$ cat src/rtl/rr_mux_arbiter4_pkg.sv
// Shared definitions for the rr_mux_arbiter4 slice.
//   NUM_REQ  : number of requesters sharing the output bus
//   DATA_W   : data width per requester (fixed by the Mux4to1b4 datapath)
//   state_e  : arbiter FSM states
//   rr_pick  : round-robin priority pick starting after the last winner
package rr_mux_arbiter4_pkg;

  localparam int NUM_REQ = 4;
  localparam int DATA_W  = 4;

  typedef enum logic {
    ST_IDLE  = 1'b0,
    ST_GRANT = 1'b1
  } state_e;

  typedef struct packed {
    logic       found;
    logic [1:0] idx;
  } pick_t;

  // Search order is ptr+1, ptr+2, ptr+3, ptr (mod 4). The loop walks that
  // order backwards so the highest-priority hit is written last and wins.
  function automatic pick_t rr_pick(input logic [NUM_REQ-1:0] req,
                                    input logic [1:0]         ptr);
    pick_t      p;
    logic [1:0] idx;
    p = '0;
    for (int k = NUM_REQ; k >= 1; k--) begin
      idx = ptr + 2'(k);
      if (req[idx]) begin
        p.found = 1'b1;
        p.idx   = idx;
      end
    end
    return p;
  endfunction

endpackage

$ cat src/rtl/rr_mux_arbiter4_if.sv
// Bus bundle between 4 producer channels, the arbiter and one consumer.
//   req[3:0]   per-requester request          last[3:0]  per-requester end of packet
//   I0..I3     per-requester data             ready      consumer accepts current beat
//   gnt[3:0]   one-hot grant                  sel[1:0]   current/last winner index
//   valid      beat on O is valid             O          muxed data I[sel]
//   busy       arbiter is holding a grant
// slave  : arbiter side
// master : producer/consumer side
interface rr_mux_arbiter4_if;
  import rr_mux_arbiter4_pkg::*;

  logic [NUM_REQ-1:0] req;
  logic [DATA_W-1:0]  I0;
  logic [DATA_W-1:0]  I1;
  logic [DATA_W-1:0]  I2;
  logic [DATA_W-1:0]  I3;
  logic [NUM_REQ-1:0] last;
  logic               ready;
  logic [NUM_REQ-1:0] gnt;
  logic [1:0]         sel;
  logic               valid;
  logic [DATA_W-1:0]  O;
  logic               busy;

  modport slave (
    input  req, I0, I1, I2, I3, last, ready,
    output gnt, sel, valid, O, busy
  );

  modport master (
    output req, I0, I1, I2, I3, last, ready,
    input  gnt, sel, valid, O, busy
  );

endinterface

$ cat src/rtl/rr_mux_arbiter4_mux.sv
// Mux4to1b4: 4-to-1 multiplexer, 4 bits wide.
//   S      : 2-bit select
//   I0..I3 : data inputs
//   O      : I[S]
module Mux4to1b4 (
  input  logic [1:0] S,
  input  logic [3:0] I0,
  input  logic [3:0] I1,
  input  logic [3:0] I2,
  input  logic [3:0] I3,
  output logic [3:0] O
);

  always_comb begin
    unique case (S)
      2'd0:    O = I0;
      2'd1:    O = I1;
      2'd2:    O = I2;
      default: O = I3;
    endcase
  end

endmodule

$ cat src/rtl/rr_mux_arbiter4.sv
// rr_mux_arbiter4: round-robin arbiter sharing one 4-bit bus among 4 requesters.
// A grant is held for a whole packet and ends on an accepted beat with last,
// after MAX_BEATS accepted beats, or when the granted requester withdraws.
// One IDLE bubble always separates consecutive grants.
//   clk  : rising-edge clock
//   rst  : synchronous reset, active-high
//   bus  : rr_mux_arbiter4_if.slave (req/I0..I3/last/ready in, gnt/sel/valid/O/busy out)
module rr_mux_arbiter4
  import rr_mux_arbiter4_pkg::*;
#(
  parameter int MAX_BEATS = 8
) (
  input logic                clk,
  input logic                rst,
  rr_mux_arbiter4_if.slave   bus
);

  // Counter is one bit wider than needed so MAX_BEATS=1 still has a legal width.
  localparam int CNT_W = $clog2(MAX_BEATS) + 1;

  state_e             state_q, state_d;
  logic [1:0]         sel_q, sel_d;
  logic [1:0]         ptr_q, ptr_d;
  logic [CNT_W-1:0]   cnt_q, cnt_d;
  logic [NUM_REQ-1:0] gnt_c;
  logic               valid_c;
  logic               busy_c;
  pick_t              pick;

  assign pick = rr_pick(bus.req, ptr_q);

  // NOTE: sequential state uses non-blocking assignments so every register
  // samples the pre-edge value of every other register.
  always_ff @(posedge clk) begin
    if (rst) begin
      state_q <= ST_IDLE;
      sel_q   <= 2'd0;
      ptr_q   <= 2'd3;
      cnt_q   <= '0;
    end else begin
      state_q <= state_d;
      sel_q   <= sel_d;
      ptr_q   <= ptr_d;
      cnt_q   <= cnt_d;
    end
  end

  // NOTE: every signal written here gets a default first, so no path leaves
  // it unassigned and no latch is inferred.
  always_comb begin
    state_d = state_q;
    sel_d   = sel_q;
    ptr_d   = ptr_q;
    cnt_d   = cnt_q;
    gnt_c   = '0;
    valid_c = 1'b0;
    busy_c  = 1'b0;

    unique case (state_q)
      ST_IDLE: begin
        if (pick.found) begin
          sel_d   = pick.idx;
          cnt_d   = '0;
          state_d = ST_GRANT;
        end
      end

      ST_GRANT: begin
        gnt_c   = NUM_REQ'(1) << sel_q;
        busy_c  = 1'b1;
        valid_c = bus.req[sel_q];
        if (!bus.req[sel_q]) begin
          // Requester withdrew: release without transferring a beat.
          ptr_d   = sel_q;
          state_d = ST_IDLE;
        end else if (bus.ready) begin
          cnt_d = cnt_q + CNT_W'(1);
          if (bus.last[sel_q] || (cnt_q == CNT_W'(MAX_BEATS - 1))) begin
            ptr_d   = sel_q;
            state_d = ST_IDLE;
          end
        end
      end

      default: state_d = ST_IDLE;
    endcase
  end

  assign bus.gnt   = gnt_c;
  assign bus.sel   = sel_q;
  assign bus.valid = valid_c;
  assign bus.busy  = busy_c;

  // sel holds in IDLE, so O keeps showing the previous winner's data.
  Mux4to1b4 u_mux (
    .S  (sel_q),
    .I0 (bus.I0),
    .I1 (bus.I1),
    .I2 (bus.I2),
    .I3 (bus.I3),
    .O  (bus.O)
  );

endmodule

$ cat src/flat_wrapper.sv
// flat-port wrapper written by rule: the top's interface ports become plain ports
module rr_mux_arbiter4_flat import rr_mux_arbiter4_pkg::*;
#(
  parameter int MAX_BEATS = 8
)
  (clk, rst, bus_req, bus_I0, bus_I1, bus_I2, bus_I3, bus_last, bus_ready, bus_gnt, bus_sel, bus_valid, bus_O, bus_busy);
  rr_mux_arbiter4_if bus_i ();
  input logic clk;
  input logic rst;
  input wire logic [$bits(bus_i.req)-1:0] bus_req;
  input wire logic [$bits(bus_i.I0)-1:0] bus_I0;
  input wire logic [$bits(bus_i.I1)-1:0] bus_I1;
  input wire logic [$bits(bus_i.I2)-1:0] bus_I2;
  input wire logic [$bits(bus_i.I3)-1:0] bus_I3;
  input wire logic [$bits(bus_i.last)-1:0] bus_last;
  input wire logic [$bits(bus_i.ready)-1:0] bus_ready;
  output wire logic [$bits(bus_i.gnt)-1:0] bus_gnt;
  output wire logic [$bits(bus_i.sel)-1:0] bus_sel;
  output wire logic [$bits(bus_i.valid)-1:0] bus_valid;
  output wire logic [$bits(bus_i.O)-1:0] bus_O;
  output wire logic [$bits(bus_i.busy)-1:0] bus_busy;
  assign bus_i.req = bus_req;
  assign bus_i.I0 = bus_I0;
  assign bus_i.I1 = bus_I1;
  assign bus_i.I2 = bus_I2;
  assign bus_i.I3 = bus_I3;
  assign bus_i.last = bus_last;
  assign bus_i.ready = bus_ready;
  assign bus_gnt = bus_i.gnt;
  assign bus_sel = bus_i.sel;
  assign bus_valid = bus_i.valid;
  assign bus_O = bus_i.O;
  assign bus_busy = bus_i.busy;
  rr_mux_arbiter4 #(.MAX_BEATS(MAX_BEATS)) u_core (.clk(clk), .rst(rst), .bus(bus_i));
endmodule
$ cat config.mk
export PLATFORM = sky130hd
export DESIGN_NAME = rr_mux_arbiter4_flat
export DESIGN_NICKNAME = d
export VERILOG_FILES = /design/src/rtl/rr_mux_arbiter4_pkg.sv /design/src/rtl/rr_mux_arbiter4_if.sv /design/src/rtl/rr_mux_arbiter4_mux.sv /design/src/rtl/rr_mux_arbiter4.sv /design/src/flat_wrapper.sv
export SDC_FILE = /design/constraint.sdc
export NUM_CORES = 1
export LEC_CHECK = 0
export CAP_MARGIN = 10
export CORE_UTILIZATION = 35
export CTS_CLUSTER_DIAMETER = 100
export DETAILED_ROUTE_END_ITERATION = 7
export PLACE_DENSITY = 0.74
export RECOVER_POWER = 50
export SLEW_MARGIN = 20
export SYNTH_ARGS = -nofsm -noshare
export SYNTH_HDL_FRONTEND = slang
export SYNTH_SLANG_ARGS = --single-unit
$ cat constraint.sdc
create_clock -name clk -period 3.1 [get_ports clk]
set_input_delay 0.93 -clock clk [delete_from_list [all_inputs] [get_ports clk]]
set_output_delay 0.93 -clock clk [all_outputs]
set_load 0.01 [all_outputs]
==> impl_metrics.tcl, run 1 <==
set metrics [dict create \
    status "complete, no violations" \
    areaGrowthSynthToFinish_pct 64.11 \
    cts_max_level 1 \
    fin_crit_ps 3052 \
    max_stage_delay_ps 470 \
    cts-root-buf "clkbuf_4" \
    finalWirelength_um 2189 \
    dieWidth_um 46.74 \
    ys_seq_area_share_pct 25.71 \
    critPathSlowestCell "mux4_2" \
    path_cells "clkdlybuf4s50_1 -> mux4_2 -> dlygate4sd2_1" \
    drt-met1-wl_um 866 \
    hold_path.class "flop to flop" \
    place.gp.congestion 0.7671 \
    avgViaCountPerCell 5.340 \
    worst-path-buf-inv 2 \
    rsz0062_at_grt "no" \
    wire_per_inst_um 14.59 \
    start_util_pct 38.89 \
    drive_gt1_share_pct 14.40 \
    p_leak_uw 0.0004790 \
    maxCapViolations 0 \
    routed.top_layer "met4" \
    worst_pin_slew_ps 427.1 \
    vias 801 \
    ctsHoldBuffers 0 \
    finalMaxSlewViolations 0 \
    peakVddDrop_uv 325.4 \
    dp_hpwl_um 1699 \
    syn_area_um2 700.7 \
    cts_setup_buffers 0 \
    finalSetupViolations 0 \
    cp-start-kind "input port" \
    grt_max_degree 14 \
    antenna_found_initial 0 \
    overflow 0 \
    die_area_mm2 0.002185 \
    synth_nets 109 \
    track_usage_pct 19.35 \
    route.met2.wl_um 1028 \
    drc_errors 0 \
    p_int_uw 267.4 \
    cp.arrival_ps 2120 \
    p_sw_share_pct 31.36 \
    p_per_area_mw_per_mm2 338.8 \
    pwr-share-seq_pct 35.3 \
    antenna_cells 0 \
    worstPathMaxFanout 1 \
    nets 154 \
    die_height_um 46.74 \
    ys_ff_latch 9 \
    cts_tree "yes" \
    cts_sinks 9 \
    postRouteAntennaNets 0 \
    p_switching_uw 122.2 \
    max_freq_mhz 327.6 \
    wl_met3_um 254 \
    ioPinCount 39 \
    dr.first_iter.drc_count 9 \
    dp.cells 146 \
    ys_types 35 \
    grt_pass1_vias 719 \
    clk_pin_slew_ps 60 \
    clk_path_buf_depth 2 \
    relSlewSlack_pct 71.42 \
    avgSynthCellArea_um2 8.650 \
    endpoint_kind "primary output" \
    cp_top_family "buffers and inverters" \
    place_ws_ps -357.6 \
    path_class "input port to primary output" \
    layout.cells.non_filler 150 \
    cts_made_buffers 3 \
    required_ps 2170 \
    fp-row-count 15 \
    coreArea_mm2 0.001802 \
    io_buffers 38 \
    fin_skew_ps 7.438 \
    synth_cells 81 \
    finalHoldViolCount 0 \
    first_pass_iters 4 \
    clkPwrFrac_pct 23.4 \
    comb_power_share_pct 41.3 \
    synth_warnings 0 \
    clk_latency_ps 270 \
    finalSetupTns_ps 0 \
    grt_pass1_wl_um 3008 \
    setup_slack_ps 47.74 \
    finalCritPeriodShare_pct 98.46 \
]
-- synthesized netlist by cell type, drive strengths merged --
library cell,count,share of area [%]
and2,1,1.3
and3b,2,2.5
or2,1,0.89
ha,1,1.8
o221ai,1,1.3
xor2,2,2.5
o22a,1,1.3
a311oi,1,1.3
inv,6,3.2
a21o,1,1.1
a21oi,6,4.8
mux4,5,16
nor4,1,0.89
mux2i,2,2.9
nand3b,3,3.2
a31oi,3,2.7
nand3,2,2.1
clkbuf,1,0.54
nand2,6,3.2
a211o,1,1.3
o32a,1,1.4
nor2b,1,0.89
nor2,5,2.7
nand4,3,2.7
o21ai,3,2.1
dfxtp,9,26
and3,3,2.7
nor3b,1,1.1
a31o,1,1.3
nor3,3,2.1
buf,4,2.7
-- worst min-delay path, delay by kind of cell, from the launching register on --
| kind | cells | cell delay, ps |
|---|---|---|
| DFF | 1 | 320 |
| AOI/OAI and AO/OA | 1 | 60 |
| and+or+nand+nor | 1 | 90 |
-- area by class of cell --
cell class | instances | area [um2]
fill | 181 | 651.9
sequential | 9 | 180.2
clock buffer | 4 | 26.28
tap | 25 | 31.28
inverter | 6 | 22.52
timing repair buffer | 45 | 414.1
multi-input combinational | 61 | 475.5
-- routing by layer --
layer  up-vias  global-route usage [%]
li1        394                       -
met1       357                   23.00
met2        45                   33.89
met3         5                   3.462
met4         0                   8.571
met5         -                       0
-- cells by family (layout without fill, tap and decap cells) --
family          count (synthesis)  count (layout)  share of synthesized area, %
compound gates                 19              19                         18.39
xor+xnor                        2               2                         2.500
fa+ha+maj                       1               1                         1.785
buf+inv                        11              55                         6.427
flops                           9               9                         25.71
mux                             7               7                         18.93
simple gates                   32              32                         26.25
-- flip-flops by register name, summed over array words and instances (netlist names) --
register and count:
u_core.ptr_q 2, u_core.cnt_q 4, u_core.state_q 1, u_core.bus.sel 2
-- cells in the final DEF (no fill, tap or decap), drive strengths merged, types with 2 or more instances in the layout --
cell	synthesis	final
buf	4	6
xor2	2	2
dlygate4sd3	0	2
a21oi	6	6
and3	3	3
o21ai	3	3
clkdlybuf4s50	0	27
nand4	3	3
mux2i	2	2
a31oi	3	3
nand3	2	2
clkbuf	1	6
nand3b	3	3
nor3	3	3
dfxtp	9	9
mux4	5	5
inv	6	6
and3b	2	2
dlygate4sd2	0	7
nand2	6	6
nor2	5	5
-- power groups by stage --
stage | clock network (uW) | registers (uW) | logic [uW]
after global routing | 98.0 | 140 | 174
after detailed placement | 0 | 140 | 172
final | 91.3 | 137 | 161
after CTS | 94.8 | 137 | 164
after floorplan | 0 | 135 | 84.6
after global placement | 0 | 139 | 168
-- through the flow --
step                hold slack, ps  cell area, um2  power, uW  utilization, %
CTS                          514.5            1155      396.2           64.10
detailed placement           502.7            1142      312.3           63.40
global placement             491.5            1142      307.6           63.40
global route                 534.3            1150      412.0           63.82
finish                       516.3            1150      389.6           63.82
floorplan                    473.5           700.7      220.1               -
-- what timing repair did --
item,4_1_cts,5_1_grt
resized for setup,11,1
hold endpoints to repair,0,0
endpoints found under the setup margin,5,1
-- worst paths after layout --
kind / from / endpoint / slack, ps / cells after the start
max: bus_I0[3] / bus_O[3] / 50 / 3
min: u_core.cnt_q[1] / u_core.cnt_q[1] / 520 / 2
max reg2reg: u_core.bus.sel[1] / u_core.ptr_q[1] / 1500 / 5
min reg2reg: u_core.cnt_q[1] / u_core.cnt_q[1] / 520 / 2
Note: power is estimated with default switching activity, not from simulation.
==> run 2, diff against run 1 <==
CORE_UTILIZATION = 30   (was 35)
PLACE_DENSITY = 0.65   (was 0.74)
==> impl_metrics.tcl, run 2 (synthesis gave the netlist of run 1 again) <==
set metrics [dict create \
    start_util_pct 31.67 \
    required_ps 2170 \
    nets 154 \
    grt_max_degree 17 \
    first_pass_iters 2 \
    clk_pin_slew_ps 60 \
    largest_register_ffs 4 \
    finalHoldWorstSlack_ps 506.5 \
    path_class "input port to primary output" \
    io_buffers 38 \
    final_common_cell "clkdlybuf4s50_1" \
    postRouteAntennaNets 0 \
    worstPathMaxFanout 1 \
    vias 791 \
    fin_util_pct 51.98 \
    regArea_um2 180.2 \
    layout.cells.non_filler 153 \
    ioPinCount 39 \
    worst-path-buf-inv 2 \
    maxCapViolations 0 \
    finalSetupViolations 0 \
    place.gp.congestion 0.7815 \
    max_stage_delay_ps 460 \
    drive_gt1_share_pct 13.60 \
    antenna_found_initial 0 \
    die_height_um 50.33 \
    p_per_area_mw_per_mm2 334.6 \
    fin_crit_ps 3020 \
    finalCritPeriodShare_pct 97.40 \
    relSlewSlack_pct 55.16 \
    grt_pass1_wl_um 3180 \
    worst_pin_slew_ps 672.6 \
    hold_path.class "flop to flop" \
    ctsHoldBuffers 0 \
    finalHoldViolCount 0 \
    fill_cells 219 \
    finalWirelength_um 1914 \
    coreArea_mm2 0.002212 \
    max_freq_mhz 331.2 \
    avgViaCountPerCell 5.170 \
    dp_hpwl_um 1497 \
    track_usage_pct 16.38 \
    p_leak_uw 0.0004722 \
    cts_made_buffers 3 \
    drc_errors 0 \
    final_cell_mix "clkdlybuf4s50_1 (28), dfxtp_1 (9), dlygate4sd2_1 (7), inv_1 (6), nand2_1 (6)" \
    cts_max_level 1 \
    clk_latency_ps 260 \
    areaGrowthSynthToFinish_pct 64.11 \
    cts-root-buf "clkbuf_4" \
    wire_per_inst_um 12.51 \
    dieWidth_um 50.33 \
    path_cells "clkdlybuf4s50_1 -> mux4_2 -> dlygate4sd2_1" \
    cp.arrival_ps 2090 \
    cts_sinks 9 \
    peakVddDrop_uv 186.1 \
    top_register "u_core.cnt_q" \
    critPathSlowestCell "mux4_2" \
    fin_skew_ps 6.574 \
    clk_path_buf_depth 2 \
    dr.first_iter.drc_count 4 \
    multi_input_area_um2 475.5 \
    finalMaxSlewViolations 0 \
    grt_pass1_vias 746 \
    cts_tree "yes" \
    die_area_mm2 0.002533 \
    overflow 0 \
    status "complete, no violations" \
    dp.cells 149 \
    endpoint_kind "primary output" \
    antenna_cells 0 \
    rsz0062_at_grt "no" \
    finalSetupTns_ps 0 \
    fp-row-count 17 \
    cp_top_family "buffers and inverters" \
    cp-start-kind "input port" \
    p_total_uw 384.7 \
]
## run 2: routing by layer
layer	vias to the layer above	global-route usage (%)	part of all wire (%)
met1	361	19.89	45
met3	2	4.848	11
li1	396	-	-
met2	32	26.67	43
met4	0	6.944	0.52
met5	-	0	0
## run 2: final cells by class
cell class	count	share of cell area [%]
multi-input combinational	61	41.35
timing repair buffer	45	35.69
sequential	9	15.67
tap	28	3.047
clock buffer	4	2.285
inverter	6	1.959
## run 2: path summary, 6_finish.rpt
kind | depth (start not counted) | slack, ps | endpoint | from
worst min register to register | 2 | 510 | u_core.cnt_q[1] | u_core.cnt_q[1]
worst max-delay path | 3 | 80 | bus_O[1] | bus_I3[1]
worst max register to register | 5 | 1300 | u_core.ptr_q[1] | u_core.bus.sel[1]
worst min-delay path | 2 | 510 | u_core.cnt_q[1] | u_core.cnt_q[1]
## run 2: power breakdown
part           leakage, uW  internal [uW]  switching (uW)
clock            0.0000150           49.6            41.2
sequential       0.0000737            124            11.3
combinational     0.000383           93.3            65.4
total             0.000472            267             118
## run 2: worst register-to-register path: cells and delay by family (launching register included)
kind	cells	cell delay [ps]
flops	1	330
compound gates	3	660
mux	1	160
buf+inv	1	520
## run 2: what timing repair did
item / 4_1_cts / 5_1_grt
resized for setup: 11 / 1
pin swaps: 0 / 0
setup buffers: 0 / 0
setup endpoints to repair: 5 / 1
## run 2: metrics by stage
step                cell area [um2]  setup WS, ps
floorplan                     700.7         519.4
global placement               1146        -345.7
detailed placement             1146        -336.1
CTS                            1159         10.99
global route                   1150         57.31
finish                         1150         80.45
